`src/rtl/irq_input_conditioner_if.sv`:
```
`default_nettype none
// ============================================================================
// irq_input_conditioner_if : raw/config inputs and conditioned/status outputs
// Rev 1.0
// ============================================================================
interface irq_input_conditioner_if #(
  parameter int NUM_IRQ = 8
);
  logic [NUM_IRQ-1:0] irq_raw;
  logic [NUM_IRQ-1:0] irq_en;
  logic [NUM_IRQ-1:0] edge_mode;
  logic [NUM_IRQ-1:0] polarity;
  logic [NUM_IRQ-1:0] glitch_clr;
  logic [NUM_IRQ-1:0] irq_req;
  logic [NUM_IRQ-1:0] irq_filtered;
  logic [NUM_IRQ-1:0] glitch_seen;

  modport master (
    output irq_raw, irq_en, edge_mode, polarity, glitch_clr,
    input  irq_req, irq_filtered, glitch_seen
  );

  modport slave (
    input  irq_raw, irq_en, edge_mode, polarity, glitch_clr,
    output irq_req, irq_filtered, glitch_seen
  );
endinterface
`default_nettype wire

```
`src/rtl/irq_input_conditioner.sv`:
```
`default_nettype none
// ============================================================================
// irq_input_conditioner : sync, polarity fix, stable-count filter, level/edge out
// Rev 1.0
// ============================================================================
module irq_input_conditioner #(
  parameter int NUM_IRQ       = 8,
  parameter int FILTER_CYCLES = 4,
  parameter int CNT_W         = $clog2(FILTER_CYCLES + 1)
) (
  input wire logic              clk,
  input wire logic              rst,
  irq_input_conditioner_if.slave bus
);
  localparam logic [CNT_W-1:0] c_cnt_last = CNT_W'(FILTER_CYCLES - 1);

  logic [NUM_IRQ-1:0] r_s1;
  logic [NUM_IRQ-1:0] r_s2;
  logic [NUM_IRQ-1:0] w_f;
  logic [NUM_IRQ-1:0] w_f_d;
  logic [NUM_IRQ-1:0] w_glitch;

  always_ff @(posedge clk) begin
    if (rst) begin
      r_s1 <= '0;
      r_s2 <= '0;
    end else begin
      r_s1 <= bus.irq_raw;
      r_s2 <= r_s1;
    end
  end

  genvar gi;
  generate
    for (gi = 0; gi < NUM_IRQ; gi++) begin : g_line
      logic [CNT_W-1:0] r_cnt;
      logic             r_f;
      logic             r_f_d;
      logic             r_glitch;
      logic             w_a;

      assign w_a = r_s2[gi] ^ bus.polarity[gi];

      // The counter only ever holds a partial run, so it resets on acceptance.
      always_ff @(posedge clk) begin
        if (rst) begin
          r_cnt    <= '0;
          r_f      <= 1'b0;
          r_f_d    <= 1'b0;
          r_glitch <= 1'b0;
        end else begin
          r_f_d    <= r_f;
          r_glitch <= r_glitch & ~bus.glitch_clr[gi];
          if (w_a != r_f) begin
            if (r_cnt == c_cnt_last) begin
              r_f   <= w_a;
              r_cnt <= '0;
            end else begin
              r_cnt <= r_cnt + 1'b1;
            end
          end else if (r_cnt != '0) begin
            r_cnt    <= '0;
            r_glitch <= 1'b1;
          end
        end
      end

      assign w_f[gi]      = r_f;
      assign w_f_d[gi]    = r_f_d;
      assign w_glitch[gi] = r_glitch;
    end
  endgenerate

  // Edge mode qualifies with the previous filtered value to leave a one-cycle pulse.
  assign bus.irq_req      = w_f & bus.irq_en & (~bus.edge_mode | ~w_f_d);
  assign bus.irq_filtered = w_f;
  assign bus.glitch_seen  = w_glitch;
endmodule
`default_nettype wire

```
`src/flat_wrapper.sv`:
```
// flat-port wrapper written by rule: the top's interface ports become plain ports
module irq_input_conditioner_flat 
#(
  parameter int NUM_IRQ       = 8,
  parameter int FILTER_CYCLES = 4,
  parameter int CNT_W         = $clog2(FILTER_CYCLES + 1)
)
  (clk, rst, bus_irq_raw, bus_irq_en, bus_edge_mode, bus_polarity, bus_glitch_clr, bus_irq_req, bus_irq_filtered, bus_glitch_seen);
  irq_input_conditioner_if #(.NUM_IRQ(NUM_IRQ)) bus_i ();
  input wire logic clk;
  input wire logic rst;
  input wire logic [$bits(bus_i.irq_raw)-1:0] bus_irq_raw;
  input wire logic [$bits(bus_i.irq_en)-1:0] bus_irq_en;
  input wire logic [$bits(bus_i.edge_mode)-1:0] bus_edge_mode;
  input wire logic [$bits(bus_i.polarity)-1:0] bus_polarity;
  input wire logic [$bits(bus_i.glitch_clr)-1:0] bus_glitch_clr;
  output wire logic [$bits(bus_i.irq_req)-1:0] bus_irq_req;
  output wire logic [$bits(bus_i.irq_filtered)-1:0] bus_irq_filtered;
  output wire logic [$bits(bus_i.glitch_seen)-1:0] bus_glitch_seen;
  assign bus_i.irq_raw = bus_irq_raw;
  assign bus_i.irq_en = bus_irq_en;
  assign bus_i.edge_mode = bus_edge_mode;
  assign bus_i.polarity = bus_polarity;
  assign bus_i.glitch_clr = bus_glitch_clr;
  assign bus_irq_req = bus_i.irq_req;
  assign bus_irq_filtered = bus_i.irq_filtered;
  assign bus_glitch_seen = bus_i.glitch_seen;
  irq_input_conditioner #(.NUM_IRQ(NUM_IRQ), .FILTER_CYCLES(FILTER_CYCLES), .CNT_W(CNT_W)) u_core (.clk(clk), .rst(rst), .bus(bus_i));
endmodule
```
`config.mk`:
```
export PLATFORM = sky130hd
export DESIGN_NAME = irq_input_conditioner_flat
export DESIGN_NICKNAME = d
export VERILOG_FILES = /design/src/rtl/irq_input_conditioner_if.sv /design/src/rtl/irq_input_conditioner.sv /design/src/flat_wrapper.sv
export SDC_FILE = /design/constraint.sdc
export NUM_CORES = 1
export LEC_CHECK = 0
export ABC_AREA = 1
export CAP_MARGIN = 10
export CORE_MARGIN = 1.5
export CORE_UTILIZATION = 51
export DETAILED_ROUTE_END_ITERATION = 8
export PLACE_DENSITY = 0.84
export SLEW_MARGIN = 25
export SYNTH_ARGS = -nofsm -noshare
export SYNTH_HDL_FRONTEND = slang
export SYNTH_SLANG_ARGS = --single-unit
```
`constraint.sdc`:
```
create_clock -name clk -period 1.45 [get_ports clk]
set_input_delay 0.3625 -clock clk [delete_from_list [all_inputs] [get_ports clk]]
set_output_delay 0.3625 -clock clk [all_outputs]
set_load 0.1 [all_outputs]
```
; Word level (Yosys, flattened, before mapping)
; Cells that the tools add are included.
[classes]
addsub = 8
mul = 0
div_mod_pow = 0
magnitude_cmp = 0
n_eq_ne = 16
shifts = 0
mux = 40
bitwise = 29
n_reduce_logical = 24
[op_table]
columns = op, n
row1 = 3-bit 2-to-1 mux, 24
row2 = 3-bit by 1-bit adder with 3-bit output (second input constant), 8
row3 = 3-bit by 2-bit equality test with 1-bit output (second input constant), 8
row4 = 3-bit nonzero test, 8
row5 = 8-bit AND, 2
row6 = 1-bit 2-to-1 mux, 16
row7 = 8-bit NOT, 2
row8 = 2-bit AND reduction, 8
row9 = 2-bit nonzero test, 8
row10 = 1-bit AND, 8
row11 = 1-bit != test, 8
row12 = 1-bit NOT, 8
row13 = 8-bit OR, 1
row14 = 1-bit bitwise XOR, 8
[totals]
register_bits = 64
latch_bits = 0
ramBits = 0
rom_bits = 0
input_bits = 42
n_memories = 0

; Longest topological paths before layout
[depth]
depth_word = 4
mapped_depth = 8
mapped_depth_nobuf = 8

; Worst setup path after synthesis
; OpenSTA, ideal clock, no wires.
[synth_timing]
kind = reg2out
start = reg u_core.g_line[2].r_f
end = out bus_irq_req[2]
t_arrival_ps = 1932
setup_slack_ps = -844
stages_incl_launch_ff = 3
cell_sequence = dfxtp_1 nand2_1 a21oi_1
[synth_between]
elab_chain_len = 2
[synth_rtl]
columns = item, line_no
row1 = start: declaration, irq_input_conditioner.sv:37  ; logic r_f;
row2 = start signal: assignment, irq_input_conditioner.sv:56  ; r_f <= w_a;
row3 = 8-bit AND (2 in series), irq_input_conditioner.sv:75  ; assign bus.irq_req = w_f & bus.irq_en & (~bus.edge_mode | ~w_f_d);
row4 = end: declaration, flat_wrapper.sv:17  ; output wire logic [$bits(bus_i.irq_req)-1:0] bus_irq_req;
; Every way passes these cells.

; Final worst setup path
[layout_timing]
start = reg u_core.g_line[4].r_f
end = out bus_irq_req[4]
[layout_between]
elab_chain_len = 2
[layout_rtl]
columns = item, line_no
row1 = start: declaration, irq_input_conditioner.sv:37
row2 = start signal: assignment, irq_input_conditioner.sv:56
row3 = 8-bit AND (2 in series), irq_input_conditioner.sv:75
; Every way passes these cells.

==> summary by stage <==
Floorplanning
The number of standard-cell rows in the floorplan is 28. The die covers a little under 7000 um^2. The initial standard-cell utilization of the core is between 50% and 60%. The vertical die dimension is between 80 and 90 um. The core footprint is about 6000 um^2. During I/O placement, the number of pins put on the boundary was 66. The die is 82.5 um wide.

Clock network
TritonCTS created 9 clock buffers. Hold repair after CTS inserted 0 buffers. For the worst-skew pair, the clock arrives at the later sink with an insertion delay of ~0.34 ns. After clock tree synthesis, the clock-pin slew on the worst setup and hold paths is around 0.07 ns.

Clock tree synthesis selected as its root buffer the cell clkbuf_8. The tree built by TritonCTS fans out to 64 sinks. The H-tree was split into 3 levels.

TritonCTS built the clock tree. The maximum root-to-sink buffer count is 2.

Worst setup path
The required time of the worst setup path is between 1 and 1.5 ns. The critical path launch point type is a register. The worst setup path is captured at an output port. The largest driver fanout on the critical path is 2. STA puts the critical path data arrival time at between 1 and 1.5 ns. The type of the setup path with the least slack is reg -> out.

Timing
The maximum frequency from static timing analysis is between 0.7 and 0.8 GHz. Measured against its own limit, the worst slew margin works out to between 70% and 80%. The number of endpoints failing setup at the final stage is 0. The hold violation count in the final report is 0. Setup total negative slack on the finished layout was measured at 0 ns.

The worst clock skew is 0.00706 ns. Setup repair after global routing could not meet its margin everywhere. The total count of max-transition violations in the final report is 0. The final critical path takes up 97.9% of the cycle.

The minimum period implied by the final worst setup slack is around 1.4 ns. At the pin with the least slew margin, the transition time is about 0.39 ns.

Logic synthesis
The number of standard cells after synthesis is around 430. The count of different cell masters after synthesis is 21. Each instance of the synthesized netlist takes up on average 7.45 um^2. The register bit count reported by yosys is 64. After synthesis the cells add up to 3230 um^2.

By area the synthesized netlist is led by dfxtp_1 (40%), inv_1 (9.1%), nand2_1 (6.9%), ha_1 (6.2%), nand3_1 (6.2%). The cell taking the most area after synthesis is dfxtp_1. The area fraction of the dominant cell type after synthesis is 39.7%. During synthesis, Yosys emitted a total of 0 warnings. Sequential elements use between 30% and 40% of the synthesized area. Counting every net in the synthesized netlist gives around 490.

Power
The largest vdd supply drop is ~0.80 mV. In this run the static leakage power is roughly 0.002 uW. The total power divided by cell area is ~1100 nW/um^2.

Layout
The leading cell type in the layout, fill and taps excluded is inv_1. In the final layout, flip-flops and latches occupy between 1000 and 1500 um^2. The post-layout net count is 555. The area occupied by multi-input gates is between 1500 and 2000 um^2. Of the cells placed in the final design, the portion with a size suffix greater than 1 is 26.1%. The finished layout holds 577 standard cells, fillers aside. Compared with the post-synthesis result, the final layout area differs by 37.7%. The library cells used most frequently in the layout, excluding fill and tap cells, are inv_1 (78), dfxtp_1 (56), nor2_1 (53).

After filler insertion, the fill cell instance count of the layout stands at ~470. The number of antenna diodes in the final layout is 0.

Place
The instance count after placement with tap cells included is about 560. The routability-driven placement congestion ratio is 0.814. The number of buffers inserted by port buffering is 65.

After legalization and detailed placement, the total HPWL measured approximately 5.0 mm.

Routing
The number of nets with antenna violations after routing is 0. After detailed routing, the number of vias per cell comes to 4.98. The first TritonRoute pass finished after 4 iterations. The total number of vias is between 2,000 and 3,000. Wires add up to ~6.7 mm.

After detailed routing, the number of remaining DRC violations is 0. The final routed wire length divided by cell count is ~12 um. After the first detailed-routing iteration, the DRC count stood at ~110.

Job
The total of max-cap violations is 0.

Hold path
The type of the tightest min-delay check is reg -> reg.

Global route
The number of global-route vias before repair is 2,781. Global routing used a little over a fifth of the available tracks. The global-route wire length before repair is 11.0 mm. The initial antenna violation count is 0. The pin count of the biggest net entering global routing is 29.

Global routing finished with a remaining overflow of 0.

Status
The flow ran to the end, and the final reports show no timing, DRC or antenna violations.
## flip-flops by register name, indices dropped and copies added, names as in the netlist
name	count
u_core.g_line.r_f	8
u_core.g_line.r_cnt	24
u_core.r_s1	8
u_core.g_line.r_glitch	8
u_core.g_line.r_f_d	8
u_core.r_s2	8
## kinds of logic after synthesis
group / synth area share (%)
fa+ha+maj: 6.21
compound gates: 9.81
buf+inv: 15.4
simple gates: 28.9
flops: 39.7
## stage by stage
step	setup slack, ns	utilization, %	hold slack [ns]	instance area [um^2]	total power, uW
3_3_place_gp	-0.133	69.9	0.390	4210	2980
2_1_floorplan	0.0329	-	0.388	3320	2680
6_report	0.0308	73.7	0.397	4440	4680
3_5_place_dp	-0.160	69.9	0.394	4210	3020
4_1_cts	0.000970	73.6	0.404	4440	4700
5_1_grt	-0.0137	73.7	0.422	4440	4870
## final cells by class
cell class / instances / area share (%)
Sequential cell: 64 / 29.1
Tap cell: 75 / 2.11
Inverter: 88 / 7.44
Clock buffer: 10 / 3.10
Clock inverter: 6 / 1.86
Timing Repair Buffer: 76 / 21.4
Multi-Input combinational cell: 258 / 35.1
## worst max-delay path, cell delays in order (launching register included)
cell and delay, ns:
dfxtp_2 0.34, nand2_2 0.06, a21oi_4 0.13, buf_12 0.18
## final timing paths
path         slack [ns]  cells after the start                         to                 startpoint
max                0.03                      3             bus_irq_req[4]       u_core.g_line[4].r_f
min                0.40                      2             u_core.r_s2[1]             u_core.r_s1[1]
max reg2reg        0.26                      6  u_core.g_line[4].r_cnt[1]  u_core.g_line[4].r_cnt[0]
min reg2reg        0.40                      2             u_core.r_s2[1]             u_core.r_s1[1]
## cells in the mapped netlist
| cell | count |
|---|---|
| nand3_2 | 16 |
| o21ai_2 | 4 |
| buf_4 | 18 |
| inv_2 | 10 |
| nand3b_1 | 5 |
| a21oi_1 | 19 |
| o21ai_1 | 4 |
| nand2_2 | 16 |
| a21oi_2 | 8 |
| dfxtp_1 | 64 |
| nand2_1 | 59 |
| ha_1 | 16 |
| nand3_1 | 40 |
| inv_1 | 78 |
| nor4_2 | 1 |
| buf_6 | 1 |
| nor2_1 | 53 |
| buf_2 | 4 |
| a31oi_1 | 7 |
| o21ai_0 | 9 |
| a211oi_1 | 1 |
## power by group
part           internal [uW]  switching, uW
clock                   1010            687
combinational            408            634
sequential              1860           81.5
## layer usage
metal  vias up  part of all wire, %  GRT usage (%)
met3        13                  4.4           3.74
met5         -                    0              0
li1       1458                    -              -
met4         0                  2.2           10.7
met1      1338                   40           21.2
met2        66                   53           40.4
## repair_timing
action | in CTS | in global routing
setup endpoints to repair | 8 | 6
endpoints found under the hold margin | 0 | 0
pin swaps | 10 | 2
resized for setup | 28 | 4
buffers inserted | 0 | 0
No activity file was read; power rests on OpenSTA's default activity.
